[config.mk]
export PLATFORM = sky130hd
export DESIGN_NAME = adc_meas_capture_flat
export DESIGN_NICKNAME = d
export VERILOG_FILES = /design/src/rtl/adc_meas_pkg.sv /design/src/rtl/adc_meas_capture_if.sv /design/src/rtl/adc_meas_accum.sv /design/src/rtl/adc_meas_capture.sv /design/src/flat_wrapper.sv
export SDC_FILE = /design/constraint.sdc
export NUM_CORES = 1
export LEC_CHECK = 0
export ABC_CLOCK_PERIOD_IN_PS = 4100
export CORE_ASPECT_RATIO = 2
export CORE_MARGIN = 4
export CORE_UTILIZATION = 40
export DETAILED_ROUTE_END_ITERATION = 12
export PLACE_DENSITY = 0.73
export SETUP_SLACK_MARGIN = 0.3
export SLEW_MARGIN = 15
export SYNTH_ARGS = -nofsm -noshare
export SYNTH_HDL_FRONTEND = slang
export SYNTH_SLANG_ARGS = --single-unit
[constraint.sdc]
create_clock -name clk_i -period 4.1 [get_ports clk_i]
set_input_delay 1.025 -clock clk_i [delete_from_list [all_inputs] [get_ports clk_i]]
set_output_delay 1.025 -clock clk_i [all_outputs]
set_load 0.02 [all_outputs]
[src/rtl/adc_meas_pkg.sv]
`default_nettype none
// ============================================================================
// Module      : adc_meas_pkg
// Description : Shared types and constants for the ADC measurement capture
//               engine (FSM state encoding, accumulator and counter widths).
// Revision    : 1.0 - initial release
// ============================================================================
package adc_meas_pkg;

    // Accumulator width: 16-bit sample plus up to 15 bits of growth.
    localparam int C_ACC_WIDTH      = 32;
    // Width of the averaging exponent k (samples per point = 2^k).
    localparam int C_LOG2_AVG_WIDTH = 4;
    // Sample counter width; must hold 2^(2^C_LOG2_AVG_WIDTH - 1) - 1.
    localparam int C_CNT_WIDTH      = 1 << C_LOG2_AVG_WIDTH;

    typedef enum logic [1:0] {
        IDLE  = 2'd0,
        ARMED = 2'd1,
        RUN   = 2'd2
    } state_t;

endpackage : adc_meas_pkg
`default_nettype wire

[src/rtl/adc_meas_capture_if.sv]
`default_nettype none
// ============================================================================
// Module      : adc_meas_capture_if
// Description : Control, ADC sample and RAM write-port bundle of the capture
//               engine. "master" is the fabric/RAM side, "slave" the engine.
// Revision    : 1.0 - initial release
// ============================================================================
interface adc_meas_capture_if
    import adc_meas_pkg::*;
#(
    parameter int G_SAMPLE_WIDTH = 16,
    parameter int G_ADDR_WIDTH   = 12
);
    logic                        start_i;
    logic                        abort_i;
    logic                        trigger_i;
    logic [C_LOG2_AVG_WIDTH-1:0] avg_log2_i;
    logic [G_ADDR_WIDTH-1:0]     npoints_i;
    logic                        adc_valid_i;
    logic [G_SAMPLE_WIDTH-1:0]   adc_data_i;
    logic [G_ADDR_WIDTH-1:0]     meas_adr_o;
    logic                        meas_we_o;
    logic [C_ACC_WIDTH-1:0]      meas_dat_o;
    logic                        busy_o;
    logic                        done_o;

    modport master (
        output start_i, abort_i, trigger_i, avg_log2_i, npoints_i,
               adc_valid_i, adc_data_i,
        input  meas_adr_o, meas_we_o, meas_dat_o, busy_o, done_o
    );

    modport slave (
        input  start_i, abort_i, trigger_i, avg_log2_i, npoints_i,
               adc_valid_i, adc_data_i,
        output meas_adr_o, meas_we_o, meas_dat_o, busy_o, done_o
    );

endinterface : adc_meas_capture_if
`default_nettype wire

[src/rtl/adc_meas_accum.sv]
`default_nettype none
// ============================================================================
// Module      : adc_meas_accum
// Description : Sums 2^k signed samples, flags the completing sample and
//               presents the arithmetically shifted average combinationally
//               in that same cycle. Self-clears on completion so a sample in
//               the following cycle starts the next point.
// Revision    : 1.0 - initial release
// ============================================================================
module adc_meas_accum
    import adc_meas_pkg::*;
#(
    parameter int G_SAMPLE_WIDTH = 16
) (
    input  wire logic                        clk,
    input  wire logic                        rst,
    input  wire logic                        clear,
    input  wire logic                        valid,
    input  wire logic [G_SAMPLE_WIDTH-1:0]   data,
    input  wire logic [C_LOG2_AVG_WIDTH-1:0] k,
    output logic                             complete,
    output logic [C_ACC_WIDTH-1:0]           result
);

    logic signed [C_ACC_WIDTH-1:0] r_acc;
    logic        [C_CNT_WIDTH-1:0] r_cnt;
    logic signed [C_ACC_WIDTH-1:0] w_sum;
    logic        [C_CNT_WIDTH-1:0] w_last;

    // Running sum including the current sample, so the completing sample
    // needs no extra cycle before the result is available.
    assign w_sum    = r_acc + $signed({{(C_ACC_WIDTH-G_SAMPLE_WIDTH){data[G_SAMPLE_WIDTH-1]}}, data});
    // Counter value held just before the 2^k-th sample arrives.
    assign w_last   = (C_CNT_WIDTH'(1) << k) - C_CNT_WIDTH'(1);
    assign complete = valid && (r_cnt == w_last);
    // Arithmetic shift: truncation toward negative infinity.
    assign result   = w_sum >>> k;

    // Accumulate valid samples; restart from zero on clear or point completion.
    always_ff @(posedge clk) begin
        if (rst || clear) begin
            r_acc <= '0;
            r_cnt <= '0;
        end else if (valid) begin
            if (complete) begin
                r_acc <= '0;
                r_cnt <= '0;
            end else begin
                r_acc <= w_sum;
                r_cnt <= r_cnt + C_CNT_WIDTH'(1);
            end
        end
    end

endmodule : adc_meas_accum
`default_nettype wire

[src/rtl/adc_meas_capture.sv]
`default_nettype none
// ============================================================================
// Module      : adc_meas_capture
// Description : Triggered ADC capture engine. Averages 2^k samples per point
//               and writes one 32-bit result per point into consecutive RAM
//               words starting at address 0.
// Revision    : 1.0 - initial release
// ============================================================================
module adc_meas_capture
    import adc_meas_pkg::*;
#(
    parameter int G_SAMPLE_WIDTH = 16,
    parameter int G_ADDR_WIDTH   = 12
) (
    input  wire logic         clk_i,
    input  wire logic         rst_i,
    adc_meas_capture_if.slave bus
);

    state_t                      r_state;
    logic [C_LOG2_AVG_WIDTH-1:0] r_k;
    logic [G_ADDR_WIDTH-1:0]     r_npoints;
    logic [G_ADDR_WIDTH-1:0]     r_idx;
    logic [G_ADDR_WIDTH-1:0]     r_adr;
    logic [C_ACC_WIDTH-1:0]      r_dat;
    logic                        r_we;
    logic                        r_busy;
    logic                        r_done;

    logic                        w_run;
    logic                        w_complete;
    logic [C_ACC_WIDTH-1:0]      w_result;

    // Samples only count in RUN; outside RUN the accumulator is held clear so
    // a fresh capture always starts from zero.
    assign w_run = (r_state == RUN);

    adc_meas_accum #(
        .G_SAMPLE_WIDTH (G_SAMPLE_WIDTH)
    ) u_accum (
        .clk      (clk_i),
        .rst      (rst_i),
        .clear    (!w_run),
        .valid    (w_run && bus.adc_valid_i),
        .data     (bus.adc_data_i),
        .k        (r_k),
        .complete (w_complete),
        .result   (w_result)
    );

    // Capture FSM with registered RAM-port and status outputs.
    always_ff @(posedge clk_i) begin
        if (rst_i) begin
            r_state   <= IDLE;
            r_k       <= '0;
            r_npoints <= '0;
            r_idx     <= '0;
            r_adr     <= '0;
            r_dat     <= '0;
            r_we      <= 1'b0;
            r_busy    <= 1'b0;
            r_done    <= 1'b0;
        end else begin
            r_we   <= 1'b0;
            r_done <= 1'b0;
            case (r_state)
                IDLE: begin
                    // Start takes precedence over a simultaneous abort.
                    if (bus.start_i) begin
                        r_k       <= bus.avg_log2_i;
                        r_npoints <= bus.npoints_i;
                        r_idx     <= '0;
                        r_busy    <= 1'b1;
                        r_state   <= ARMED;
                    end
                end
                ARMED: begin
                    if (bus.abort_i) begin
                        r_busy  <= 1'b0;
                        r_state <= IDLE;
                    end else if (bus.trigger_i) begin
                        r_state <= RUN;
                    end
                end
                RUN: begin
                    // Abort suppresses a point completing in the same cycle.
                    if (bus.abort_i) begin
                        r_busy  <= 1'b0;
                        r_state <= IDLE;
                    end else if (w_complete) begin
                        r_we  <= 1'b1;
                        r_adr <= r_idx;
                        r_dat <= w_result;
                        r_idx <= r_idx + G_ADDR_WIDTH'(1);
                        if (r_idx == r_npoints) begin
                            r_done  <= 1'b1;
                            r_busy  <= 1'b0;
                            r_state <= IDLE;
                        end
                    end
                end
                default: begin
                    r_busy  <= 1'b0;
                    r_state <= IDLE;
                end
            endcase
        end
    end

    assign bus.meas_adr_o = r_adr;
    assign bus.meas_we_o  = r_we;
    assign bus.meas_dat_o = r_dat;
    assign bus.busy_o     = r_busy;
    assign bus.done_o     = r_done;

endmodule : adc_meas_capture
`default_nettype wire

[src/flat_wrapper.sv]
// flat-port wrapper written by rule: the top's interface ports become plain ports
module adc_meas_capture_flat import adc_meas_pkg::*;
#(
    parameter int G_SAMPLE_WIDTH = 16,
    parameter int G_ADDR_WIDTH   = 12
)
  (clk_i, rst_i, bus_start_i, bus_abort_i, bus_trigger_i, bus_avg_log2_i, bus_npoints_i, bus_adc_valid_i, bus_adc_data_i, bus_meas_adr_o, bus_meas_we_o, bus_meas_dat_o, bus_busy_o, bus_done_o);
  adc_meas_capture_if #(.G_SAMPLE_WIDTH(G_SAMPLE_WIDTH), .G_ADDR_WIDTH(G_ADDR_WIDTH)) bus_i ();
  input  wire logic clk_i;
  input  wire logic rst_i;
  input wire logic [$bits(bus_i.start_i)-1:0] bus_start_i;
  input wire logic [$bits(bus_i.abort_i)-1:0] bus_abort_i;
  input wire logic [$bits(bus_i.trigger_i)-1:0] bus_trigger_i;
  input wire logic [$bits(bus_i.avg_log2_i)-1:0] bus_avg_log2_i;
  input wire logic [$bits(bus_i.npoints_i)-1:0] bus_npoints_i;
  input wire logic [$bits(bus_i.adc_valid_i)-1:0] bus_adc_valid_i;
  input wire logic [$bits(bus_i.adc_data_i)-1:0] bus_adc_data_i;
  output wire logic [$bits(bus_i.meas_adr_o)-1:0] bus_meas_adr_o;
  output wire logic [$bits(bus_i.meas_we_o)-1:0] bus_meas_we_o;
  output wire logic [$bits(bus_i.meas_dat_o)-1:0] bus_meas_dat_o;
  output wire logic [$bits(bus_i.busy_o)-1:0] bus_busy_o;
  output wire logic [$bits(bus_i.done_o)-1:0] bus_done_o;
  assign bus_i.start_i = bus_start_i;
  assign bus_i.abort_i = bus_abort_i;
  assign bus_i.trigger_i = bus_trigger_i;
  assign bus_i.avg_log2_i = bus_avg_log2_i;
  assign bus_i.npoints_i = bus_npoints_i;
  assign bus_i.adc_valid_i = bus_adc_valid_i;
  assign bus_i.adc_data_i = bus_adc_data_i;
  assign bus_meas_adr_o = bus_i.meas_adr_o;
  assign bus_meas_we_o = bus_i.meas_we_o;
  assign bus_meas_dat_o = bus_i.meas_dat_o;
  assign bus_busy_o = bus_i.busy_o;
  assign bus_done_o = bus_i.done_o;
  adc_meas_capture #(.G_SAMPLE_WIDTH(G_SAMPLE_WIDTH), .G_ADDR_WIDTH(G_ADDR_WIDTH)) u_core (.clk_i(clk_i), .rst_i(rst_i), .bus(bus_i));
endmodule
==> results of run 1 <==
-- cells in the final DEF, fill, tap and decap left out, types with 14 or more instances in the layout --
cell / count
sky130_fd_sc_hd__a211oi_1: 23
sky130_fd_sc_hd__a21o_1: 14
sky130_fd_sc_hd__a21oi_1: 80
sky130_fd_sc_hd__a22o_1: 16
sky130_fd_sc_hd__and3_1: 14
sky130_fd_sc_hd__buf_4: 263
sky130_fd_sc_hd__clkbuf_16: 17
sky130_fd_sc_hd__clkdlybuf4s50_1: 67
sky130_fd_sc_hd__dfxtp_1: 123
sky130_fd_sc_hd__ha_1: 15
sky130_fd_sc_hd__ha_4: 16
sky130_fd_sc_hd__inv_1: 19
sky130_fd_sc_hd__mux2i_1: 29
sky130_fd_sc_hd__nand2_1: 166
sky130_fd_sc_hd__nand3_1: 41
sky130_fd_sc_hd__nand4_1: 25
sky130_fd_sc_hd__nor2_1: 126
sky130_fd_sc_hd__nor3_1: 30
sky130_fd_sc_hd__o21ai_0: 41
sky130_fd_sc_hd__o21ai_1: 14
sky130_fd_sc_hd__xnor2_1: 31
sky130_fd_sc_hd__xor2_1: 29
-- metrics by stage --
stage	total power [W]	instances	util (%)	hold WS [ns]	setup WS, ns
3_3_place_gp	0.00194	1779	52.3	0.440	-0.811
3_5_place_dp	0.00195	1779	52.3	0.445	-0.812
4_1_cts	0.00347	1827	57.2	0.457	0.305
2_1_floorplan	0.00167	1252	-	0.429	0.308
5_1_grt	0.00362	1836	59.0	0.482	0.144
6_report	0.00352	1836	59.0	0.454	0.320
-- routing by layer --
metal | wire length [um] | GRT usage, %
met5 | 0 | 0
met4 | 4000 | 24.1
met3 | 2570 | 5.64
met2 | 20800 | 53.6
met1 | 13300 | 30.0
-- state kept, by name, summed over array words and instances, names as in the netlist --
register               cells
u_core.r_k                 4
u_core.u_accum.r_acc      32
u_core.bus.meas_adr_o     12
u_core.bus.meas_we_o       1
u_core.r_npoints          12
u_core.bus.meas_dat_o     32
u_core.r_state             2
u_core.bus.busy_o          1
u_core.bus.done_o          1
u_core.r_idx              12
u_core.u_accum.r_cnt      16
-- critical path, delay by kind of cell --
kind	cells	cell delay, ns
xor+xnor	1	0.21
compound gates	7	1.66
buf+inv	4	0.70
simple gates	1	0.09
fa+ha+maj	1	0.39
-- where the power goes --
group	leakage (nW)	internal (W)	switching [W]	total, W
logic	4.38	0.000343	0.000435	0.000778
registers	1.01	0.00123	0.0000142	0.00124
clock network	0.281	0.000829	0.000669	0.00150
-- path summary, 6_finish.rpt --
check / startpoint / to / cells after the start / slack [ns]
max: bus_adc_data_i[15] / u_core.bus.meas_dat_o[26]$_SDFFE_PP0P_ / 14 / 0.32
min: u_core.bus.meas_dat_o[1]$_SDFFE_PP0P_ / u_core.bus.meas_dat_o[1]$_SDFFE_PP0P_ / 2 / 0.45
max reg2reg: u_core.r_k[1]$_SDFFE_PP0P_ / u_core.bus.meas_dat_o[19]$_SDFFE_PP0P_ / 13 / 0.46
min reg2reg: u_core.bus.meas_dat_o[1]$_SDFFE_PP0P_ / u_core.bus.meas_dat_o[1]$_SDFFE_PP0P_ / 2 / 0.45
-- layout make-up --
cell class              instances  area [um2]  share of cell area [%]
inverters                      21        78.8                   0.571
clock buffers                  19         453                    3.28
well taps                     283         354                    2.56
multi-input cells            1019        7380                    53.4
flip-flops and latches        125        2500                    18.1
clock inverters                13         120                   0.870
repair buffers                356        2930                    21.2
-- logic make-up after synthesis --
group / synth area share (%)
mux: 6.44
buf+inv: 4.61
xor+xnor: 6.59
compound gates: 26.3
fa+ha+maj: 4.67
flops: 26.2
simple gates: 25.2
-- what timing repair did --
action,4_1_cts,5_1_grt
pin swaps,41,34
buffers inserted,16,9
endpoints found under the setup margin,32,50
gates resized for setup,108,81
==> summary.txt, run 1 <==
Run status
  – Status: completed

Logic synthesis
  – Proportion of synthesized chip area in sequential cells: 26.2%
  – Post-synthesis net count: around 1300
  – Top cell types by occurrence after synthesis: 170 x sky130_fd_sc_hd__nand2_1, 131 x sky130_fd_sc_hd__nor2_1, 125 x sky130_fd_sc_hd__dfxtp_1, 95 x sky130_fd_sc_hd__a21oi_1, 58 x sky130_fd_sc_hd__o21ai_0
  – Synthesis-stage register bit count: 125
  – Share of synthesized flip-flops with an asynchronous set or reset: 0%
  – Number of warnings issued by yosys: 0
  – Most frequent cell after synthesis: sky130_fd_sc_hd__nand2_1
  – Number of library cell types mapped by synthesis: 90
  – Instance count of the mapped netlist: 1252
  – Most frequently used flop master after synthesis: sky130_fd_sc_hd__dfxtp_1
  – Synth top area share: 26.2%
  – Area contributors post-synth: sky130_fd_sc_hd__dfxtp_1 26%, sky130_fd_sc_hd__nand2_1 6.7%, sky130_fd_sc_hd__nor2_1 5.2%, sky130_fd_sc_hd__a21oi_1 5.0%, sky130_fd_sc_hd__ha_1 4.5%
  – Most area-hungry cell type in the Yosys netlist: sky130_fd_sc_hd__dfxtp_1
  – Mean Syn Cell Area: 7.62 um2
  – Post-Syn Area: about 0.0095 mm2
  – Post-synth EDFFs: 0

Final layout
  – Inserted Diodes: 0
  – Filler cell count: 1999
  – Layout Nets: 1613
  – Post-route cell area: 0.0138 mm2
  – Signed area change from the synthesized netlist to the final layout: 44.7%
  – Fraction of final layout cells with drive strength greater than 1: 28.9%

GRT
  – Sum of overflow across all layers after global routing: 0
  – Vias in the first global route: 11600
  – Global-route total usage across every layer: just over 30%
  – First-pass GRT wire length: 61.6 mm
  – Pin count of the biggest net entering global routing: 50
  – Antenna violations before repair: 0

Timing
  – Max-slew violations: 0
  – Number of failing hold endpoints at the final stage: 0
  – Unrepaired setup endpoints after global routing: true
  – Relative slew slack: 35.0%
  – Crit share post-route: 92.2%
  – Final clock skew: 0.0149 ns
  – Setup violations, final: 0
  – TNS Setup: 0 ns
  – Achievable clock frequency: 265 MHz
  – Final worst path period need: 3.78 ns
  – Worst-margin pin slew: 0.972 ns

Clock tree
  – CTS Root Cell: sky130_fd_sc_hd__clkbuf_16
  – TritonCTS buffer count: 17
  – Clock insertion delay at the later pin of the skew report: about 0.45 ns
  – TritonCTS clock tree: done
  – Clock net sink count: roughly 130
  – Clock-pin slew on the worst setup and hold paths: 0.06 ns
  – Number of buffers added to fix hold violations after cts: 0
  – CTS max path bufs: 2
  – H-tree depth reported by CTS: 4

Worst setup path
  – Kind of capture point of the worst setup path: flip-flop
  – Startpoint Class: input port
  – Data required time of the critical path: 4.40 ns
  – Biggest fanout along the worst timing path: 7
  – Cell breakdown of the critical path: buf_4 > ha_1 > a21oi_1 > o211ai_1 > buf_4 > a211oi_2 > a31oi_4 > xor2_4 > buf_4 > o22ai_1 > a211oi_2 > buf_4 > a2111oi_1 > nor3_1
  – Slowest Stage Delay on Critical Path: 0.44 ns
  – Crit-path most repeated cell: sky130_fd_sc_hd__buf_4
  – Type of the worst setup path: input port to flip-flop
  – Slowest stage cell, crit path: sky130_fd_sc_hd__a2111oi_1
  – Worst endpoint data arrival time: 4.08 ns

Floorplan
  – Number of placed I/O pins: 85
  – Vertical die dimension: 226 um
  – Rows: between 70 and 80
  – Horiz. Die Dim: between 100 and 150 um
  – Floorplan die area: 0.0265 mm2
  – Initial Util: 40.7%
  – Placeable core area: approximately 0.023 mm2

Min path
  – Kind of path behind the tightest hold check: flip-flop to flip-flop

Drt
  – Vias after detailed routing: 11600
  – Remaining number of nets flagged by the antenna check after routing: 0
  – Total DRC errors in the routed layout: 0
  – Length of the first detailed-routing pass in iterations: 5
  – Wirelength per Cell: 22.1 um
  – Violation count after the first detailed-route iteration: approximately 970
  – Per-cell via count in the routed design: 6.34
  – Aggregate routed wire length: between 40 and 50 mm

Power and ir drop
  – Static leakage: 5.67 nW
  – Power per unit of standard cell area: 255 mW/mm2
  – Worst ir drop on vdd: about 0.34 mV

Job
  – Max cap viols: 0

Place
  – Post-detailed-placement half-perimeter wirelength: 29.8 mm
  – Count of port buffers added during placement: 84
  – Post-placement cell area: 0.0122 mm2
  – Final RePlAce weighted congestion: 1.01
Power figures use the tool's default switching activity.
==> run 2, diff against run 1 <==
ABC_CLOCK_PERIOD_IN_PS = 3000   (was 4100)
CORE_MARGIN = 5   (was 4)
CTS_CLUSTER_DIAMETER = 60   (was unset)
clock period = 3 ns   (was 4.1 ns; I/O delays follow)
==> summary.txt, run 2 (synthesis gave the netlist of run 1 again) <==
Timing
  – Max-slew violations: 0
  – TNS Setup: -28.42 ns
  – Unrepaired setup endpoints after global routing: true
  – PnR worst setup slack: -0.609 ns
  – Number of failing hold endpoints at the final stage: 0
  – Crit share post-route: 120%
  – Final worst path period need: 3.61 ns
  – Achievable clock frequency: about 280 MHz
  – Setup violations, final: 89
  – Relative slew slack: ~45%
  – Final clock skew: 0.0201 ns
  – Worst-margin pin slew: roughly 0.8 ns

Final layout
  – Inserted Diodes: 0
  – Signed area change from the synthesized netlist to the final layout: 73.2%
  – Fraction of final layout cells with drive strength greater than 1: roughly 46%
  – Commonest cells after routing, fill and taps aside: 327 x sky130_fd_sc_hd__buf_4, 147 x sky130_fd_sc_hd__nand2_1, 118 x sky130_fd_sc_hd__dfxtp_1, 112 x sky130_fd_sc_hd__nor2_1, 70 x sky130_fd_sc_hd__buf_6
  – Most common cell after layout, fill and taps aside: sky130_fd_sc_hd__buf_4
  – Layout Nets: between 1500 and 2000
  – Post-route cell area: 0.0165 mm2

GRT
  – Global-route total usage across every layer: 31.8%
  – Antenna violations before repair: 0
  – Vias in the first global route: 12400
  – First-pass GRT wire length: ~67 mm
  – Sum of overflow across all layers after global routing: 0
  – Pin count of the biggest net entering global routing: 48

Worst setup path
  – Start point of the critical path: u_core.r_k[2]$_SDFFE_PP0P_
  – Cell breakdown of the critical path: buf_4 > buf_6 > inv_1 > nor2_1 > nor2_1 > o211ai_1 > and4_4 > nand4_1 > buf_6 > buf_6 > nand2b_4 > a221o_1 > o21ai_1
  – Kind of capture point of the worst setup path: flip-flop
  – Category of cells accounting for the largest share of critical-path delay: simple AND/OR/NAND/NOR gates
  – Startpoint Class: flip-flop
  – Data required time of the critical path: between 3 and 4 ns
  – Slowest stage cell, crit path: sky130_fd_sc_hd__dfxtp_2
  – Worst reg2reg startpoint: u_core.r_k[2]$_SDFFE_PP0P_
  – Slowest Stage Delay on Critical Path: 0.42 ns
  – Type of the worst setup path: flip-flop to flip-flop
  – Crit-path most repeated cell: sky130_fd_sc_hd__buf_6
  – Worst endpoint data arrival time: roughly 4 ns
  – Buffers and inverters on the worst path: 5
  – Worst reg2reg setup slack: -0.61 ns
  – Biggest fanout along the worst timing path: 31

Clock tree
  – Number of buffers added to fix hold violations after cts: 0
  – TritonCTS buffer count: 17
  – Clock net sink count: 125
  – Clock insertion delay at the later pin of the skew report: roughly 0.45 ns
  – Clock-pin slew on the worst setup and hold paths: 0.06 ns
  – CTS Root Cell: sky130_fd_sc_hd__clkbuf_16
  – TritonCTS clock tree: done
  – CTS max path bufs: 2
  – H-tree depth reported by CTS: 4

Drt
  – Remaining number of nets flagged by the antenna check after routing: 0
  – Per-cell via count in the routed design: 6.26
  – Violation count after the first detailed-route iteration: 848
  – Wirelength per Cell: 24.2 um
  – Vias after detailed routing: 12400
  – Aggregate routed wire length: 47.9 mm
  – Total DRC errors in the routed layout: 0
  – Length of the first detailed-routing pass in iterations: 6

Floorplan
  – Rows: 80
  – Horiz. Die Dim: 119 um
  – Placeable core area: approximately 0.024 mm2
  – Vertical die dimension: 228 um
  – Number of placed I/O pins: 85
  – Initial Util: 40.2%
  – Floorplan die area: 0.0272 mm2

Run status
  – Status: complete, but fails checks
  – Violated checks: setup timing

Power and ir drop
  – Power per unit of standard cell area: 310 mW/mm2
  – Static leakage: 6.69 nW
  – Worst ir drop on vdd: between 0.5 and 0.6 mV
  – Total power of the final layout: around 0.005 W

Place
  – Count of port buffers added during placement: 84
  – Post-detailed-placement half-perimeter wirelength: 32.8 mm
  – Final RePlAce weighted congestion: 0.973
  – Post-Place Worst Slack: -1.58 ns
  – Post-placement cell area: 0.0134 mm2

Job
  – Max cap viols: 0

Min path
  – Kind of path behind the tightest hold check: flip-flop to flip-flop
  – Min-delay src: u_core.u_accum.r_acc[28]$_SDFFE_PP0P_
## run 2: repair_timing
item | CTS | global route
endpoints found under the setup margin | 108 | 108
endpoints found under the hold margin | 0 | 0
pin swaps | 104 | 117
resized for setup | 271 | 183
buffers inserted | 47 | 40
gates cloned | 5 | 0
## run 2: routing by layer
| metal | global-route usage, % | vias up | routed length (um) |
|---|---|---|---|
| met5 | 0 | - | 0 |
| met4 | 31.2 | 0 | 6080 |
| met3 | 5.47 | 370 | 3040 |
| met2 | 58.3 | 734 | 24200 |
| met1 | 28.0 | 5798 | 14600 |
| li1 | - | 5492 | - |
## run 2: through the flow
stage	instances	util, %	hold WS [ns]
after floorplan	1252	-	0.429
after global placement	1858	56.4	0.441
after detailed placement	1858	56.4	0.445
after CTS	1941	65.2	0.451
after global routing	1981	69.7	0.476
final	1981	69.7	0.450
## run 2: power breakdown
group,internal [W],switching (W)
clock,0.00110,0.000884
sequential,0.00168,0.0000195
combinational,0.000671,0.000780
## run 2: layout make-up
class,count,area (um2)
Multi-Input combinational cell,1020,8650
Sequential cell,125,2520
Clock inverter,12,106
Tap cell,287,359
Clock buffer,19,443
Timing Repair Buffer,497,4380
Fill cell,1671,7190
Inverter,21,82.6
## run 2: worst register-to-register path, stage by stage, from the launching register on
cell	delay [ns]
sky130_fd_sc_hd__dfxtp_2	0.42
sky130_fd_sc_hd__buf_4	0.32
sky130_fd_sc_hd__buf_6	0.33
sky130_fd_sc_hd__inv_1	0.15
sky130_fd_sc_hd__nor2_1	0.40
sky130_fd_sc_hd__nor2_1	0.11
sky130_fd_sc_hd__o211ai_1	0.28
sky130_fd_sc_hd__and4_4	0.28
sky130_fd_sc_hd__nand4_1	0.24
sky130_fd_sc_hd__buf_6	0.23
sky130_fd_sc_hd__buf_6	0.13
sky130_fd_sc_hd__nand2b_4	0.18
sky130_fd_sc_hd__a221o_1	0.30
sky130_fd_sc_hd__o21ai_1	0.18
## run 2: worst paths after layout
path	to	cells after the start
setup / recovery	u_core.bus.meas_dat_o[19]$_SDFFE_PP0P_	13
hold / removal	u_core.u_accum.r_acc[28]$_SDFFE_PP0P_	2
setup reg to reg	u_core.bus.meas_dat_o[19]$_SDFFE_PP0P_	13
hold reg to reg	u_core.u_accum.r_acc[28]$_SDFFE_PP0P_	2
==> run 3, diff against run 2 <==
CTS_CLUSTER_DIAMETER = 100   (was 60)
PLACE_DENSITY = 0.68   (was 0.73)
==> summary.txt, run 3 (synthesis gave the netlist of run 1 again) <==
Run status
  – Status: complete, but fails checks
  – Violated checks: setup timing

Floorplan
  – Vertical die dimension: roughly 230 um
  – Rows: 80
  – Floorplan die area: 0.0272 mm2
  – Horiz. Die Dim: between 100 and 150 um
  – Initial Util: 40.2%
  – Number of placed I/O pins: 85
  – Placeable core area: 0.0237 mm2

Min path
  – Min-delay src: u_core.bus.meas_dat_o[23]$_SDFFE_PP0P_
  – Min-Delay Path Depth: 2
  – Kind of path behind the tightest hold check: flip-flop to flip-flop
  – Worst Hold End: u_core.bus.meas_dat_o[23]$_SDFFE_PP0P_

Timing
  – PnR worst setup slack: -0.372 ns
  – Final worst path period need: about 3.4 ns
  – Worst-margin pin slew: roughly 0.8 ns
  – Unrepaired setup endpoints after global routing: true
  – TNS Setup: -8.42 ns
  – Max-slew violations: 0
  – Achievable clock frequency: 297 MHz
  – Relative slew slack: 44.8%
  – Setup violations, final: 50
  – Number of failing hold endpoints at the final stage: 0
  – Final clock skew: 0.0120 ns
  – Crit share post-route: 112%

Drt
  – Length of the first detailed-routing pass in iterations: 7
  – Vias after detailed routing: roughly 12000
  – Remaining number of nets flagged by the antenna check after routing: 0
  – Per-cell via count in the routed design: 6.19
  – Total DRC errors in the routed layout: 0
  – Wirelength per Cell: ~23 um
  – Aggregate routed wire length: about 46 mm
  – Violation count after the first detailed-route iteration: 876

Final layout
  – Layout Nets: 1741
  – Signed area change from the synthesized netlist to the final layout: 73.4%
  – Filler cell count: 1707
  – Commonest cells after routing, fill and taps aside: 314 x sky130_fd_sc_hd__buf_4, 150 x sky130_fd_sc_hd__nand2_1, 116 x sky130_fd_sc_hd__dfxtp_1, 101 x sky130_fd_sc_hd__nor2_1, 69 x sky130_fd_sc_hd__buf_6
  – Fraction of final layout cells with drive strength greater than 1: 45.9%
  – Post-route cell area: 0.0165 mm2
  – Inserted Diodes: 0
  – Most common cell after layout, fill and taps aside: sky130_fd_sc_hd__buf_4

Worst setup path
  – Kind of capture point of the worst setup path: flip-flop
  – Startpoint Class: input port
  – Worst reg2reg setup slack: -0.31 ns
  – Worst reg2reg startpoint: u_core.u_accum.r_acc[1]$_SDFFE_PP0P_
  – Endpoint of the worst-slack reg-to-reg timing path: u_core.bus.meas_dat_o[15]$_SDFFE_PP0P_
  – Data required time of the critical path: 3.36 ns
  – Cell count of the worst reg-to-reg path: 14
  – Biggest fanout along the worst timing path: 5
  – Worst endpoint data arrival time: 3.73 ns
  – Type of the worst setup path: input port to flip-flop
  – Start point of the critical path: bus_adc_data_i[15]

Clock tree
  – TritonCTS clock tree: done
  – H-tree depth reported by CTS: 4
  – Clock insertion delay at the later pin of the skew report: 0.44 ns
  – Clock-pin slew on the worst setup and hold paths: 0.06 ns
  – CTS Root Cell: sky130_fd_sc_hd__clkbuf_16
  – TritonCTS buffer count: 17
  – CTS max path bufs: 2
  – Clock net sink count: 125
  – Number of buffers added to fix hold violations after cts: 0

Place
  – Final RePlAce weighted congestion: 1.01
  – Post-detailed-placement half-perimeter wirelength: 32.5 mm
  – Count of port buffers added during placement: 84
  – Post-placement cell area: 0.0133 mm2

Power and ir drop
  – Worst ir drop on vdd: 0.584 mV
  – Clk pwr share: 42.7%
  – Sequential group share of total power: 31.6%
  – Power per unit of standard cell area: 323 mW/mm2
  – Static leakage: about 6.7 nW
  – Internal power contribution: 0.00372 W
  – Switching part of the total: 30.5%
  – Switching power summed over all nets: approximately 0.0016 W
  – Relative contribution of combinational cells to total power: between 20 and 30%

GRT
  – First-pass GRT wire length: around 70 mm
  – Global-route total usage across every layer: between 30% and 40%
  – Antenna violations before repair: 0
  – Sum of overflow across all layers after global routing: 0
  – Vias in the first global route: 12400
  – Pin count of the biggest net entering global routing: 40

Job
  – Max cap viols: 0
## run 3: cell types whose count changed in the layout (fill, tap and decap cells not counted), sizes merged
cell | previous run | this run
dlygate4sd2 | 6 | 3
buf | 418 | 407
nor2 | 133 | 134
clkinv | 5 | 3
bufinv | 0 | 4
bufbuf | 1 | 0
clkbuf | 23 | 18
clkdlybuf4s15 | 1 | 5
## run 3: how the worst max path moves through the flow
| stage | to |
|---|---|
| 2_1_floorplan | u_core.r_idx[3]$_SDFFE_PP0P_ |
| 3_3_place_gp | u_core.bus.meas_dat_o[10]$_SDFFE_PP0P_ |
| 3_5_place_dp | u_core.bus.meas_dat_o[15]$_SDFFE_PP0P_ |
| 4_1_cts | u_core.bus.meas_dat_o[14]$_SDFFE_PP0P_ |
| 5_1_grt | u_core.bus.meas_dat_o[14]$_SDFFE_PP0P_ |
| 6_report | u_core.bus.meas_dat_o[21]$_SDFFE_PP0P_ |
## run 3: what timing repair did
item	4_1_cts	5_1_grt
pin swaps	152	71
setup buffers	71	12
endpoints found under the hold margin	0	0
endpoints found under the setup margin	108	108
gates resized for setup	357	119
gates cloned	7	0
## run 3: metal layers
layer	GRT usage, %	part of all wire [%]	wire [um]
met3	5.97	5.9	2680
met5	0	0	0
met4	30.1	12	5270
met2	58.0	51	23300
met1	29.9	32	14600
## run 3: worst max-delay path, cell delays in order
cell and delay [ns]:
sky130_fd_sc_hd__buf_8 0.11, sky130_fd_sc_hd__buf_12 0.14, sky130_fd_sc_hd__ha_4 0.32, sky130_fd_sc_hd__nand4_1 0.21, sky130_fd_sc_hd__nor4_2 0.31, sky130_fd_sc_hd__a22oi_1 0.12, sky130_fd_sc_hd__buf_4 0.19, sky130_fd_sc_hd__buf_4 0.16
sky130_fd_sc_hd__a31oi_4 0.18, sky130_fd_sc_hd__xor2_2 0.22, sky130_fd_sc_hd__mux2i_1 0.13, sky130_fd_sc_hd__a32o_1 0.24, sky130_fd_sc_hd__nor3_2 0.16, sky130_fd_sc_hd__buf_4 0.19, sky130_fd_sc_hd__mux2i_1 0.10, sky130_fd_sc_hd__a211oi_2 0.18
## run 3: cell type report
type	instances	area, um2	share of cell area [%]
multi-input cells	1021	8680	52.4
clock inverters	14	206	1.25
inverters	21	83.8	0.507
repair buffers	482	4270	25.8
flip-flops and latches	125	2520	15.3
well taps	287	359	2.17
clock buffers	18	429	2.59
## run 3: through the flow
stage / utilization (%) / setup slack (ns) / power, W / hold WS [ns] / cells
after floorplan: - / -0.406 / 0.00236 / 0.429 / 1252
after global placement: 56.1 / -1.44 / 0.00279 / 0.441 / 1846
after detailed placement: 56.1 / -1.47 / 0.00280 / 0.442 / 1846
after CTS: 67.3 / -0.299 / 0.00527 / 0.453 / 1956
after global routing: 69.8 / -0.405 / 0.00553 / 0.486 / 1968
final: 69.8 / -0.372 / 0.00535 / 0.457 / 1968
## run 3: power by group through the flow
stage / sequential (W) / combinational, W / clock (W)
floorplan: 0.00172 / 0.000637 / 0
global placement: 0.00173 / 0.00106 / 0
finish: 0.00169 / 0.00137 / 0.00229
CTS: 0.00169 / 0.00126 / 0.00232
detailed placement: 0.00173 / 0.00107 / 0
global route: 0.00169 / 0.00144 / 0.00239
